## src/rtl/pe_kl_config_bank_if.sv

```systemverilog
// Config stream and match/status bus between the array config distributor
// and one PE key/lock bank. master = distributor side, slave = bank side.
// Both ends must agree on BUS_WIDTH and DEPTH.
interface pe_kl_config_bank_if #(
  parameter int BUS_WIDTH = 16,
  parameter int DEPTH     = 4
);
  localparam int IDX_W = $clog2(DEPTH);

  logic                 cfg_valid;
  logic                 cfg_ready;
  logic [1:0]           cfg_type;
  logic [BUS_WIDTH-1:0] cfg_data;
  logic                 kl_valid;
  logic [IDX_W-1:0]     kl_idx;
  logic [IDX_W:0]       lock_cnt;
  logic [1:0]           state;
  logic                 cfg_err;

  modport master (
    output cfg_valid, cfg_type, cfg_data,
    input  cfg_ready, kl_valid, kl_idx, lock_cnt, state, cfg_err
  );

  modport slave (
    input  cfg_valid, cfg_type, cfg_data,
    output cfg_ready, kl_valid, kl_idx, lock_cnt, state, cfg_err
  );
endinterface

```

## src/rtl/pe_kl_config_bank.sv

```systemverilog
// Key/lock bank: stores up to DEPTH lock words plus one key, flags when the key matches a lock.
// Latency: config word updates storage at its accept edge; kl_valid/kl_idx follow one edge later.
// Backpressure: cfg_ready drops only while CLEAR wipes the slots (exactly DEPTH cycles).
// Optional don't-care mask is enabled by defining KL_MASK_EN.
module pe_kl_config_bank #(
  parameter int BUS_WIDTH = 16,
  parameter int DEPTH     = 4
) (
  input  logic               clk,
  input  logic               rst,
  pe_kl_config_bank_if.slave bus
);
  localparam int IDX_W = $clog2(DEPTH);
  localparam int CNT_W = IDX_W + 1;
  localparam logic [IDX_W-1:0] LAST_PTR = IDX_W'(DEPTH - 1);

  localparam logic [1:0] CFG_LOCK  = 2'b00;
  localparam logic [1:0] CFG_KEY   = 2'b01;
  localparam logic [1:0] CFG_CLEAR = 2'b10;

  typedef enum logic [1:0] {
    ST_IDLE  = 2'b00,
    ST_LOAD  = 2'b01,
    ST_ARMED = 2'b10,
    ST_CLEAR = 2'b11
  } state_t;

  state_t               r_state;
  logic [BUS_WIDTH-1:0] r_slot [DEPTH];
  logic [BUS_WIDTH-1:0] r_key;
  logic [CNT_W-1:0]     r_lock_cnt;
  logic [IDX_W-1:0]     r_wipe_ptr;
  logic                 r_kl_valid;
  logic [IDX_W-1:0]     r_kl_idx;
  logic                 r_cfg_err;

  logic [BUS_WIDTH-1:0] w_mask;
  logic                 w_accept;
  logic [DEPTH-1:0]     w_hit;
  logic [IDX_W-1:0]     w_hit_idx;

  // CLEAR is the only state that refuses words, so accept is just valid outside it
  assign w_accept = bus.cfg_valid && (r_state != ST_CLEAR);

  // Masked compare against each occupied slot; descending scan leaves the lowest hit index
  always_comb begin
    w_hit     = '0;
    w_hit_idx = '0;
    for (int i = DEPTH - 1; i >= 0; i--) begin
      w_hit[i] = (CNT_W'(i) < r_lock_cnt) && (((r_key ^ r_slot[i]) & ~w_mask) == '0);
      if (w_hit[i]) begin
        w_hit_idx = IDX_W'(i);
      end
    end
  end

`ifdef KL_MASK_EN
  logic [BUS_WIDTH-1:0] r_mask;

  // Mask register: loaded by MASK words, wiped together with the key at the end of CLEAR
  always_ff @(posedge clk or negedge rst) begin
    if (!rst) begin
      r_mask <= '0;
    end else if (w_accept && bus.cfg_type == 2'b11) begin
      r_mask <= bus.cfg_data;
    end else if (r_state == ST_CLEAR && r_wipe_ptr == LAST_PTR) begin
      r_mask <= '0;
    end
  end

  assign w_mask = r_mask;
`else
  assign w_mask = '0;
`endif

  // Config FSM, slot storage, wipe sequencing and the registered match result
  always_ff @(posedge clk or negedge rst) begin
    if (!rst) begin
      r_state    <= ST_IDLE;
      r_lock_cnt <= '0;
      r_wipe_ptr <= '0;
      r_key      <= '0;
      r_kl_valid <= 1'b0;
      r_kl_idx   <= '0;
      r_cfg_err  <= 1'b0;
      for (int i = 0; i < DEPTH; i++) begin
        r_slot[i] <= '0;
      end
    end else begin
      r_cfg_err <= 1'b0;

      // w_hit_idx is already 0 when nothing hits
      if (r_state == ST_ARMED) begin
        r_kl_valid <= |w_hit;
        r_kl_idx   <= w_hit_idx;
      end else begin
        r_kl_valid <= 1'b0;
        r_kl_idx   <= '0;
      end

      if (r_state == ST_CLEAR) begin
        r_slot[r_wipe_ptr] <= '0;
        r_wipe_ptr         <= r_wipe_ptr + IDX_W'(1);
        if (r_wipe_ptr == LAST_PTR) begin
          r_wipe_ptr <= '0;
          r_lock_cnt <= '0;
          r_key      <= '0;
          r_state    <= ST_IDLE;
        end
      end else if (w_accept) begin
        case (bus.cfg_type)
          CFG_LOCK: begin
            // A full bank rejects rather than wraps
            if (r_lock_cnt < CNT_W'(DEPTH)) begin
              r_slot[r_lock_cnt[IDX_W-1:0]] <= bus.cfg_data;
              r_lock_cnt                    <= r_lock_cnt + CNT_W'(1);
              if (r_state == ST_IDLE) begin
                r_state <= ST_LOAD;
              end
            end else begin
              r_cfg_err <= 1'b1;
            end
          end
          CFG_KEY: begin
            if (r_state == ST_IDLE) begin
              r_cfg_err <= 1'b1;
            end else begin
              r_key   <= bus.cfg_data;
              r_state <= ST_ARMED;
            end
          end
          CFG_CLEAR: begin
            r_state    <= ST_CLEAR;
            r_wipe_ptr <= '0;
            r_kl_valid <= 1'b0;
            r_kl_idx   <= '0;
          end
          default: begin
            // MASK: handled by the mask register when present, otherwise refused
`ifndef KL_MASK_EN
            r_cfg_err <= 1'b1;
`endif
          end
        endcase
      end
    end
  end

  assign bus.cfg_ready = (r_state != ST_CLEAR);
  assign bus.kl_valid  = r_kl_valid;
  assign bus.kl_idx    = r_kl_idx;
  assign bus.lock_cnt  = r_lock_cnt;
  assign bus.state     = r_state;
  assign bus.cfg_err   = r_cfg_err;
endmodule

```

## src/flat_wrapper.sv

```systemverilog
// flat-port wrapper written by rule: the top's interface ports become plain ports
module pe_kl_config_bank_flat 
#(
  parameter int BUS_WIDTH = 16,
  parameter int DEPTH     = 4
)
  (clk, rst, bus_cfg_valid, bus_cfg_type, bus_cfg_data, bus_cfg_ready, bus_kl_valid, bus_kl_idx, bus_lock_cnt, bus_state, bus_cfg_err);
  pe_kl_config_bank_if #(.BUS_WIDTH(BUS_WIDTH), .DEPTH(DEPTH)) bus_i ();
  input  logic clk;
  input  logic rst;
  input wire logic [$bits(bus_i.cfg_valid)-1:0] bus_cfg_valid;
  input wire logic [$bits(bus_i.cfg_type)-1:0] bus_cfg_type;
  input wire logic [$bits(bus_i.cfg_data)-1:0] bus_cfg_data;
  output wire logic [$bits(bus_i.cfg_ready)-1:0] bus_cfg_ready;
  output wire logic [$bits(bus_i.kl_valid)-1:0] bus_kl_valid;
  output wire logic [$bits(bus_i.kl_idx)-1:0] bus_kl_idx;
  output wire logic [$bits(bus_i.lock_cnt)-1:0] bus_lock_cnt;
  output wire logic [$bits(bus_i.state)-1:0] bus_state;
  output wire logic [$bits(bus_i.cfg_err)-1:0] bus_cfg_err;
  assign bus_i.cfg_valid = bus_cfg_valid;
  assign bus_i.cfg_type = bus_cfg_type;
  assign bus_i.cfg_data = bus_cfg_data;
  assign bus_cfg_ready = bus_i.cfg_ready;
  assign bus_kl_valid = bus_i.kl_valid;
  assign bus_kl_idx = bus_i.kl_idx;
  assign bus_lock_cnt = bus_i.lock_cnt;
  assign bus_state = bus_i.state;
  assign bus_cfg_err = bus_i.cfg_err;
  pe_kl_config_bank #(.BUS_WIDTH(BUS_WIDTH), .DEPTH(DEPTH)) u_core (.clk(clk), .rst(rst), .bus(bus_i));
endmodule
```

## config.mk

```make
export PLATFORM = sky130hd
export DESIGN_NAME = pe_kl_config_bank_flat
export DESIGN_NICKNAME = d
export VERILOG_FILES = /design/src/rtl/pe_kl_config_bank_if.sv /design/src/rtl/pe_kl_config_bank.sv /design/src/flat_wrapper.sv
export SDC_FILE = /design/constraint.sdc
export NUM_CORES = 1
export LEC_CHECK = 0
export CORE_UTILIZATION = 59
export CTS_CLUSTER_DIAMETER = 150
export DETAILED_ROUTE_END_ITERATION = 12
export GPL_TIMING_DRIVEN = 0
export HOLD_SLACK_MARGIN = 0.1
export PLACE_DENSITY_LB_ADDON = 0.05
export SLEW_MARGIN = 20
export SYNTH_ARGS = -nofsm -noshare
export SYNTH_HDL_FRONTEND = slang
export SYNTH_SLANG_ARGS = --single-unit
```

## constraint.sdc

```tcl
create_clock -name clk -period 2.6 [get_ports clk]
set_input_delay 0.52 -clock clk [delete_from_list [all_inputs] [get_ports clk]]
set_output_delay 0.52 -clock clk [all_outputs]
set_load 0.03 [all_outputs]
```

Word-level counts from Yosys, hierarchy flattened
Cells that the tools add are included.
{"block": "classes", "n_bitwise": 8, "n_mux": 47, "reduce_logical": 25, "add_sub_neg": 2, "magnitude_cmp": 9, "eq_ne": 11}
{"operator": "$mux 64", "count": 4}
{"operator": "$mux 16", "count": 7}
{"operator": "$and 64x64->64", "count": 1}
{"operator": "$bwmux 64", "count": 1}
{"operator": "$demux 16 s2", "count": 2}
{"operator": "$logic_not 16->1", "count": 4}
{"operator": "$not 64->64", "count": 1}
{"operator": "$xor 16x16->16", "count": 4}
{"operator": "$mux 2", "count": 18}
{"operator": "$mux 3", "count": 5}
{"operator": "$reduce_bool 2->1", "count": 5}
{"operator": "$eq 2x2->1 const B", "count": 4}
{"operator": "$mux 1", "count": 8}
{"operator": "$reduce_and 4->1", "count": 2}
{"operator": "$logic_and 1x1->1", "count": 7}
{"operator": "$ge 3x3->1 const B", "count": 2}
{"operator": "$lt 1x3->1 const A", "count": 2}
{"operator": "$lt 2x3->1 const A", "count": 2}
{"operator": "$lt 3x1->1 const B", "count": 2}
{"operator": "$ne 3x1->1 const B", "count": 2}
{"operator": "$not 2->3", "count": 2}
{"operator": "$pmux 2 s3", "count": 1}
{"operator": "$reduce_and 6->1", "count": 1}
{"operator": "$logic_not 2->1", "count": 2}
{"operator": "12 further kinds", "count": 13}
{"block": "word_totals", "inputBits": 21, "output_inout_bits": 10, "reg_bits": 91}

Depth between registers and ports, before layout
Gate-level depths: netlist (run 1).
{"block": "depth", "ltp_word": 11, "depth_mapped": 10, "depth_no_buf": 7}

Worst setup path after synthesis (run 1)
OpenSTA, ideal clock, no wires.
{"block": "synth_timing", "kind": "flip-flop to flip-flop", "startpoint": "reg u_core.r_state[1], in the netlist u_core.bus.state[1]", "endpoint": "reg u_core.r_slot[22] in the netlist's numbering", "arrival_time_ns": 2.003, "path_stages_with_launch": 11, "period_less_slack_ns": 2.068, "setup_ns": 0.065, "slack_ns": 0.532, "path_cell_list": "dfrtp_1 -> inv_2 -> nor2_8 -> inv_4 -> and4b_1 -> buf_6 -> and2_4 -> buf_6 -> a21oi_4 -> buf_6 -> a22o_1"}
{"block": "synth_between", "elab_chain_len": 4, "word_cells_on_any_way": 8, "cone_classes": "eq/ne (2); mux (1); reduce/logical (5)"}
{"element": "start: declaration", "line": "pe_kl_config_bank.sv:28", "source": "state_t r_state;"}
{"element": "start signal: assignment", "line": "pe_kl_config_bank.sv:79", "source": "r_state <= ST_IDLE;"}
{"element": "start signal: assignment", "line": "pe_kl_config_bank.sv:108", "source": "r_state <= ST_IDLE;"}
{"element": "start signal: assignment", "line": "pe_kl_config_bank.sv:118", "source": "r_state <= ST_LOAD;"}
{"element": "$ne 2x2->1", "line": "pe_kl_config_bank.sv:43", "source": "assign w_accept = bus.cfg_valid && (r_state != ST_CLEAR);"}
{"element": "$logic_and 1x1->1", "line": "pe_kl_config_bank.sv:43"}
{"element": "$reduce_bool 2->1 (no source line)"}
{"element": "$reduce_and 3->1 (no source line)"}
{"element": "end signal: indexed assignment", "line": "pe_kl_config_bank.sv:115", "source": "r_slot[r_lock_cnt[IDX_W-1:0]] <= bus.cfg_data;"}
{"element": "end: declaration", "line": "pe_kl_config_bank.sv:29", "source": "logic [BUS_WIDTH-1:0] r_slot [DEPTH];"}
Several ways; a longest one is shown, not always the timed one.
A chain may end at the register's enable or synchronous reset.

Worst setup path in the final report (run 1)
{"block": "layout_timing", "startpoint": "reg u_core.r_state[1], in the netlist u_core.bus.state[1]", "endpoint": "out bus_cfg_ready"}
{"block": "layout_between", "elab_chain_len": 1}
{"element": "$ne 2x2->1", "line": "pe_kl_config_bank.sv:149", "source": "assign bus.cfg_ready = (r_state != ST_CLEAR);"}
{"element": "end: declaration", "line": "flat_wrapper.sv:14", "source": "output wire logic [$bits(bus_i.cfg_ready)-1:0] bus_cfg_ready;"}
No other way between the ends.

==> impl_metrics.env, run 1 <==
export IMPL_status="completed"
export IMPL_p_total_mw=5.80
export IMPL_slew_viol_final=0
export IMPL_yosysUniqueCellTypes=38
export IMPL_antenna_cells=0
export IMPL_period_share_pct=93.0
export IMPL_area_growth_pct=13.6
export IMPL_syn_nets=469
export IMPL_cpPeakStageDelay_ns=0.49
export IMPL_synthMostInstantiatedCell="dfrtp_1"
export IMPL_boundaryPins=31
export IMPL_die_h_um=90.0
export IMPL_drt_iter0_drc=251
export IMPL_avgSynthCellArea_um2=10.5
export IMPL_finClkSkew_ns=0.0118
export IMPL_cts_made_buffers=9
export IMPL_post_route_drc_count=0
export IMPL_tightest_slew_ns=0.679
export IMPL_avgViaCountPerCell=6.04
export IMPL_io_buffers=30
export IMPL_clockRootBuffer="clkbuf_8"
export IMPL_first_global_vias=3437
export IMPL_ys_flop_type="dfrtp_1"
export IMPL_cp_slowest_cell="dfrtp_1"
export IMPL_grt_max_degree=50
export IMPL_hp_class="in -> async"
export IMPL_die_area_um2=8090
export IMPL_initial_core_util_pct=61.9
export IMPL_wire_per_inst_um=19.7
export IMPL_yosysTopAreaCellShare_pct=49.9
export IMPL_rsz0062_at_grt="false"
export IMPL_criticalPathCategory="reg -> out"
export IMPL_worstPathCellList="inv_2 > nor2_8 > inv_4 > clkbuf_2 > dlygate4sd2_1"
export IMPL_rows=31
export IMPL_insertion_delay_ns=0.37
export IMPL_yosys_register_bits=91
export IMPL_fmax_mhz=414
export IMPL_seq_area_frac_synth_pct=49.9
export IMPL_powerDensity_nw_per_um2=1120
export IMPL_drive_gt1_share_pct=8.33
export IMPL_core_area_um2=7370
export IMPL_setup_viol=0
export IMPL_routabilityCongestion=0.882
export IMPL_syn_inst=435
export IMPL_vias=3495
export IMPL_numClockSinks=91
export IMPL_synthTopCellsByArea="dfrtp_1, a22o_1, xnor2_1, nand2_1, xor2_1"
export IMPL_antenna_found_initial=0
export IMPL_synth_edf_count=0
export IMPL_die_x_um=90.0
export IMPL_critPathRequiredTime_ns=2.08
export IMPL_p_leak_nw=2.43
export IMPL_vdd_drop_max_mv=0.641
export IMPL_tns_ns=0
export IMPL_async_flop_share_pct=100
export IMPL_max_cap_violations=0
export IMPL_path_buf_inv=4
export IMPL_grt_overflow=0
export IMPL_yosysTopAreaCell="dfrtp_1"
export IMPL_cp_end_kind="output port"
export IMPL_worstSetupStartpointType="register"
export IMPL_relSlewSlack_pct=54.8
export IMPL_post_route_min_period_ns=2.42
export IMPL_cts_setup_buffers=0
export IMPL_crit_family="buffers and inverters"
export IMPL_routed_wl_um=11400
export IMPL_detail_route_antenna_nets=0
export IMPL_fin_nets=510
export IMPL_hold_viol=0
export IMPL_ys_warn_count=0
export IMPL_grt_pass1_wl_um=18400
export IMPL_track_usage_pct=30.2
export IMPL_clk_path_buf_depth=2
export IMPL_ctsHoldBuffers=0
export IMPL_cts_tree="yes"
export IMPL_crit_arrival_ns=1.90
export IMPL_hpwlAfterDp_um=7810
export IMPL_first_pass_iters=5
export IMPL_cp_max_fo=10
export IMPL_clkTransAtPathRegs_ns=0.09
export IMPL_netlist_area_um2=4560
export IMPL_synth_common_cells="dfrtp_1, nand2_1, a22o_1"
export IMPL_h_tree_depth=3
-- cell usage in the layout (no fill, tap or decap), types with 2 or more instances in the layout --
cell / count
dfrtp_1: 91
nand2_1: 78
a22o_1: 48
xnor2_1: 43
clkdlybuf4s50_1: 28
clkbuf_1: 23
nand3_1: 23
xor2_1: 21
o21ai_0: 19
ha_1: 13
clkbuf_8: 10
nor4_1: 9
nand4_1: 8
buf_6: 7
inv_1: 6
a21oi_1: 5
nor2_1: 3
and2_4: 3
buf_2: 3
a21oi_4: 3
mux2i_1: 3
and2_1: 2
o211ai_1: 2
inv_2: 2
o31ai_1: 2
clkbuf_2: 2
clkinvlp_4: 2
-- report_power, final --
| part | switching (mW) | internal [mW] | leakage, nW |
|---|---|---|---|
| Sequential | 0.398 | 1.90 | 1.21 |
| Clock | 0.509 | 0.371 | 0.0848 |
| Combinational | 1.51 | 1.12 | 1.13 |
| Total | 2.41 | 3.39 | 2.43 |
-- routing by layer --
layer  up-vias  wire length (µm)  GRT usage [%]  share of wire, %
met5         -                 0              0                 0
met4         0               381           14.8               3.3
met3        33               913           6.51               8.0
met2       149              5080           45.4                45
met1      1739              5030           41.9                44
li1       1574                 -              -                 -
-- metrics by stage --
step	cells	hold WS, ns	util [%]	setup WS (ns)	instance area, µm²
after floorplan	435	0.224	-	0.532	4560
after global placement	564	0.502	67.7	-2.26	4990
after detailed placement	565	0.501	68.0	-0.326	5010
after CTS	580	0.160	70.4	0.0133	5190
after global routing	579	0.188	70.4	0.0523	5190
final	579	0.137	70.4	0.182	5190
-- sequential cells by signal, indices dropped and copies added, names as in the netlist --
register and cells:
u_core.r_slot 64, u_core.bus.kl_valid 1, u_core.bus.state 2, u_core.bus.cfg_err 1, u_core.bus.kl_idx 2, u_core.bus.lock_cnt 3
u_core.r_wipe_ptr 2, u_core.r_key 16
-- path summary, 6_finish.rpt --
check / from / endpoint / slack, ns / cells after the start
max in group asynchronous: rst / u_core.r_slot[27] / 1.85 / 2
setup / recovery: u_core.bus.state[1] / bus_cfg_ready / 0.18 / 5
hold / removal: rst / u_core.bus.lock_cnt[1] / 0.14 / 1
min in group clk: u_core.r_slot[53] / u_core.r_slot[53] / 0.53 / 1
hold reg to reg: u_core.r_slot[53] / u_core.r_slot[53] / 0.53 / 1
setup reg to reg: u_core.bus.state[1] / u_core.r_slot[28] / 0.35 / 10
-- logic make-up after synthesis --
| group | after synthesis | synth area share [%] |
|---|---|---|
| compound gates | 85 | 14.6 |
| buf+inv | 45 | 4.99 |
| simple gates | 133 | 13.8 |
| mux | 4 | 0.905 |
| flops | 91 | 49.9 |
| fa+ha+maj | 13 | 3.56 |
| xor+xnor | 64 | 12.3 |
-- cell type report --
type / count / area (µm²)
plain buffers: 35 / 190
clock buffers: 10 / 138
clock inverters: 5 / 37.5
fillers: 569 / 2180
inverters: 9 / 36.3
multi-input cells: 299 / 2060
flip-flops and latches: 91 / 2280
well taps: 99 / 124
repair buffers: 31 / 324
-- repair_timing --
item / CTS / global route
hold endpoints to repair: 0 / 0
endpoints found under the setup margin: 1 / 10
gates resized for setup: 2 / 2
pin swaps: 0 / 0
No activity file was read; power rests on OpenSTA's default activity.
==> inputs of run 2 (changes only) <==
--- a/config.mk
+++ b/config.mk
@@ -5,6 +5,7 @@
 export SDC_FILE = /design/constraint.sdc
 export NUM_CORES = 1
 export LEC_CHECK = 0
+export CORE_MARGIN = 4
 export CORE_UTILIZATION = 59
 export CTS_CLUSTER_DIAMETER = 150
 export DETAILED_ROUTE_END_ITERATION = 12
==> run 2 against run 1 <==
Effect of this change:
- final cell count rose by 0.35%
- maximum frequency fell by 0.64%
- total power is 1.7% higher
- clock skew fell by 0.00075 ns
- non-clock buffer count increased by 1
==> impl_metrics.env, run 2 (same netlist as run 1, synthesis figures left out) <==
export IMPL_status="completed"
export IMPL_hold_viol=0
export IMPL_cp_end_kind="output port"
export IMPL_avgViaCountPerCell=5.85
export IMPL_vias=3401
export IMPL_max_cap_violations=0
export IMPL_layout_commonest_cell="dfrtp_1"
export IMPL_routabilityCongestion=0.884
export IMPL_fmax_mhz=411
export IMPL_wl_met2_um=5330
export IMPL_numClockSinks=91
export IMPL_grt_pass1_wl_um=18100
export IMPL_criticalPathCategory="reg -> out"
export IMPL_track_usage_pct=27.0
export IMPL_h_tree_depth=3
export IMPL_crit_arrival_ns=1.91
export IMPL_clk_path_buf_depth=2
export IMPL_top_layer="met4"
export IMPL_antenna_cells=0
export IMPL_p_leak_nw=2.45
export IMPL_wire_per_inst_um=19.6
export IMPL_clkTransAtPathRegs_ns=0.09
export IMPL_vdd_drop_max_mv=0.624
export IMPL_cts_tree="yes"
export IMPL_detail_route_antenna_nets=0
export IMPL_wl_met3_um=816
export IMPL_drt_iter0_drc=250
export IMPL_fin_nets=511
export IMPL_dp_slack_ns=-0.341
export IMPL_setup_viol=0
export IMPL_fin_ws_ns=0.167
export IMPL_antenna_found_initial=0
export IMPL_core_area_um2=7370
export IMPL_tightest_slew_ns=0.658
export IMPL_first_global_vias=3379
export IMPL_hp_class="in -> async"
export IMPL_insertion_delay_ns=0.37
export IMPL_hpwlAfterDp_um=7930
export IMPL_largest_reg_flops=64
export IMPL_met1_length_um=5050
export IMPL_p_total_mw=5.91
export IMPL_layout_common_cells="dfrtp_1, nand2_1, a22o_1, xnor2_1, clkdlybuf4s50_1"
export IMPL_cpPeakStageDelay_ns=0.51
export IMPL_drive_gt1_share_pct=8.51
export IMPL_clockRootBuffer="clkbuf_8"
export IMPL_initial_core_util_pct=61.9
export IMPL_powerDensity_nw_per_um2=1130
export IMPL_area_growth_pct=14.4
export IMPL_period_share_pct=93.6
export IMPL_rows=31
export IMPL_largest_register="u_core.r_slot"
export IMPL_grt_max_degree=53
export IMPL_post_route_drc_count=0
export IMPL_finClkSkew_ns=0.0111
export IMPL_whs_ns=0.125
export IMPL_rsz0062_at_grt="false"
export IMPL_worstPathCellList="inv_2 > nor2_8 > inv_4 > clkbuf_2 > dlygate4sd2_1"
export IMPL_post_route_min_period_ns=2.43
export IMPL_cp_slowest_cell="dfrtp_1"
export IMPL_critPathRequiredTime_ns=2.08
export IMPL_routed_wl_um=11400
export IMPL_slew_viol_final=0
export IMPL_worstSetupStartpointType="register"
export IMPL_first_pass_iters=5
export IMPL_r2r_slack_ns=0.29
export IMPL_cts_made_buffers=9
export IMPL_boundaryPins=31
export IMPL_die_area_um2=9210
export IMPL_die_h_um=96.0
export IMPL_grt_overflow=0
export IMPL_die_x_um=96.0
export IMPL_io_buffers=30
export IMPL_cp_max_fo=10
export IMPL_relSlewSlack_pct=56.2
export IMPL_worst_r2r_cell_count=9
==> run 2: report_power, final <==
group / total, mW / internal, mW / switching (mW)
combinational: 2.61 / 1.12 / 1.49
clock: 1.00 / 0.460 / 0.544
sequential: 2.29 / 1.90 / 0.388
==> run 2: final timing paths <==
| check | start | endpoint |
|---|---|---|
| hold / removal | rst | u_core.bus.lock_cnt[1] |
| hold reg to reg | u_core.r_slot[0] | u_core.r_slot[0] |
| setup / recovery | u_core.bus.state[1] | bus_cfg_ready |
| min in group clk | u_core.r_slot[0] | u_core.r_slot[0] |
| setup reg to reg | u_core.bus.state[1] | u_core.r_slot[12] |
| max in group asynchronous | rst | u_core.r_slot[38] |
==> run 2: final cells by class <==
| cell class | instances | area [µm²] |
|---|---|---|
| Inverter | 9 | 36.3 |
| Buffer | 36 | 194 |
| Clock buffer | 9 | 124 |
| Tap cell | 99 | 124 |
| Clock inverter | 7 | 81.3 |
| Multi-Input combinational cell | 299 | 2060 |
| Timing Repair Buffer | 31 | 324 |
| Fill cell | 557 | 2150 |
| Sequential cell | 91 | 2280 |
==> run 2: worst max-delay path, delay by kind of cell (launching register included) <==
family,cells,cell delay [ns]
AND/OR/NAND/NOR,1,0.22
buffers and inverters,4,0.82
flip-flops,1,0.51
==> run 2: metrics by stage <==
stage | cell area [µm²] | util (%) | std cells | setup TNS (ns)
4_1_cts | 5220 | 70.8 | 581 | 0
3_3_place_gp | 4990 | 67.7 | 564 | -212.21
6_report | 5220 | 70.8 | 581 | 0
2_1_floorplan | 4560 | - | 435 | 0
3_5_place_dp | 5010 | 68.0 | 565 | -8.86
5_1_grt | 5220 | 70.8 | 581 | 0
==> run 2: repair_timing <==
item	CTS	global route
setup endpoints to repair	1	10
setup buffers	0	0
gates resized for setup	2	2
hold buffers	0	0
==> run 2: metal layers <==
| layer | global-route usage (%) | vias up |
|---|---|---|
| met3 | 5.24 | 15 |
| met2 | 41.1 | 135 |
| met4 | 8.29 | 0 |
| met1 | 39.1 | 1678 |
| met5 | 0 | - |
| li1 | - | 1573 |
==> inputs of run 3 (changes only) <==
--- a/config.mk
+++ b/config.mk
@@ -9,9 +9,9 @@
 export CORE_UTILIZATION = 59
 export CTS_CLUSTER_DIAMETER = 150
 export DETAILED_ROUTE_END_ITERATION = 12
-export GPL_TIMING_DRIVEN = 0
 export HOLD_SLACK_MARGIN = 0.1
 export PLACE_DENSITY_LB_ADDON = 0.05
+export SKIP_CTS_REPAIR_TIMING = 1
 export SLEW_MARGIN = 20
 export SYNTH_ARGS = -nofsm -noshare
 export SYNTH_HDL_FRONTEND = slang
==> run 3 against run 2 <==
Effect of this change:
- final cell count down 4.6%
- clock skew decreased by 0.0028 ns
- first-iteration DRC count shrank 27%
- clock power fell by 9.6%
- flip-flop and latch count did not move
- worst hold slack got worse by 0.037 ns
- combinational power down 13%
- critical endpoint unchanged
==> impl_metrics.env, run 3 (same netlist as run 1, synthesis figures left out) <==
export IMPL_fin_nets=484
export IMPL_layout_commonest_cell="dfrtp_1"
export IMPL_rsz0062_at_grt="false"
export IMPL_cts_made_buffers=9
export IMPL_clockRootBuffer="clkbuf_8"
export IMPL_cts_tree="yes"
export IMPL_die_h_um=96.0
export IMPL_worstPathCellList="inv_2 > nor2_8 > inv_4 > clkdlybuf4s50_1"
export IMPL_setup_viol=0
export IMPL_core_area_um2=7370
export IMPL_io_buffers=30
export IMPL_fmax_mhz=404
export IMPL_drt_iter0_drc=183
export IMPL_numClockSinks=91
export IMPL_max_cap_violations=0
export IMPL_worstSetupStartpointType="register"
export IMPL_cp_end_kind="output port"
export IMPL_detail_route_antenna_nets=0
export IMPL_clkTransAtPathRegs_ns=0.09
export IMPL_die_x_um=96.0
export IMPL_placed_cells=538
export IMPL_place_area_um2=4890
export IMPL_antenna_cells=0
export IMPL_insertion_delay_ns=0.36
export IMPL_initial_core_util_pct=61.9
export IMPL_slew_viol_final=0
export IMPL_vdd_drop_max_mv=0.721
export IMPL_clk_path_buf_depth=2
export IMPL_period_share_pct=95.2
export IMPL_r2r_slack_ns=0.37
export IMPL_die_area_um2=9210
export IMPL_grt_max_degree=59
export IMPL_wire_per_inst_um=19.5
export IMPL_crit_arrival_ns=1.95
export IMPL_rows=31
export IMPL_first_global_vias=3153
export IMPL_criticalPathCategory="reg -> out"
export IMPL_relSlewSlack_pct=51.7
export IMPL_hold_viol=0
export IMPL_post_route_min_period_ns=2.47
export IMPL_routabilityCongestion=0.902
export IMPL_grt_overflow=0
export IMPL_drive_gt1_share_pct=8.79
export IMPL_grt_pass1_wl_um=17500
export IMPL_cpPeakStageDelay_ns=0.70
export IMPL_tns_ns=0
export IMPL_tightest_slew_ns=0.724
export IMPL_hpwlAfterDp_um=7520
export IMPL_track_usage_pct=25.9
export IMPL_boundaryPins=31
export IMPL_hp_class="in -> async"
export IMPL_avgViaCountPerCell=5.86
export IMPL_largest_register="u_core.r_slot"
export IMPL_vias=3246
export IMPL_finClkSkew_ns=0.00822
export IMPL_fill_cells=560
export IMPL_powerDensity_nw_per_um2=1120
export IMPL_critPathRequiredTime_ns=2.08
export IMPL_status="completed"
export IMPL_stdcell_area_um2=5080
export IMPL_p_total_mw=5.67
export IMPL_routed_wl_um=10800
export IMPL_area_growth_pct=11.3
export IMPL_layout_common_cells="dfrtp_1, nand2_1, a22o_1, xnor2_1, clkdlybuf4s50_1"
export IMPL_first_pass_iters=4
export IMPL_path_buf_inv=3
export IMPL_crit_family="buffers and inverters"
export IMPL_fin_cells=554
export IMPL_h_tree_depth=3
export IMPL_antenna_found_initial=0
export IMPL_cp_slowest_cell="clkdlybuf4s50_1"
export IMPL_post_route_drc_count=0
export IMPL_largest_reg_flops=64
export IMPL_p_leak_nw=2.38
export IMPL_cp_max_fo=13
-- run 3: changes by cell type in the layout (fill, tap and decap cells not counted), moves of 2 or more --
cell / before / now
inv_6: 4 / 1
clkbuf_1: 24 / 0
buf_4: 1 / 10
clkinvlp_4: 1 / 3
clkbuf_2: 2 / 0
clkbuf_8: 9 / 11
buf_2: 3 / 0
buf_6: 7 / 0
-- run 3: path summary, 6_finish.rpt --
check,start,endpoint,cells past startpoint
worst max-delay path,u_core.bus.state[0],bus_cfg_ready,4
worst min-delay path,rst,u_core.r_key[3],1
worst max register to register,u_core.bus.state[0],u_core.r_slot[27],7
worst min register to register,u_core.r_slot[40],u_core.r_slot[40],1
max in group asynchronous,rst,u_core.r_slot[11],2
min in group clk,u_core.r_slot[40],u_core.r_slot[40],1
-- run 3: report_power, final --
group          total [mW]  internal (mW)  switching (mW)
Combinational        2.26           1.06            1.19
Clock               0.904          0.401           0.503
Sequential           2.51           1.90           0.604
Total                5.67           3.37            2.30
-- run 3: final cells by class --
cell class	count	area (µm²)	area share, %
multi-input combinational	299	2070	40.7
clock inverter	5	36.3	0.714
sequential	91	2280	44.9
timing repair buffer	40	385	7.59
tap	99	124	2.44
clock buffer	11	151	2.98
inverter	9	36.3	0.714
-- run 3: metrics by stage --
step           setup WS (ns)  hold WS (ns)  util (%)
6_report               0.125        0.0886      68.9
5_1_grt               0.0517         0.120      68.9
4_1_cts               0.0730        0.0983      68.9
3_5_place_dp        -0.00879         0.497      66.3
3_3_place_gp          0.0797         0.489      66.3
2_1_floorplan          0.532         0.224         -
-- run 3: metal layers --
layer | wire length, µm | GRT usage (%) | up-vias
li1 | - | - | 1529
met1 | 4840 | 38.0 | 1584
met2 | 4800 | 37.6 | 113
met3 | 895 | 5.32 | 20
met4 | 246 | 10.5 | 0
met5 | 0 | 0 | -
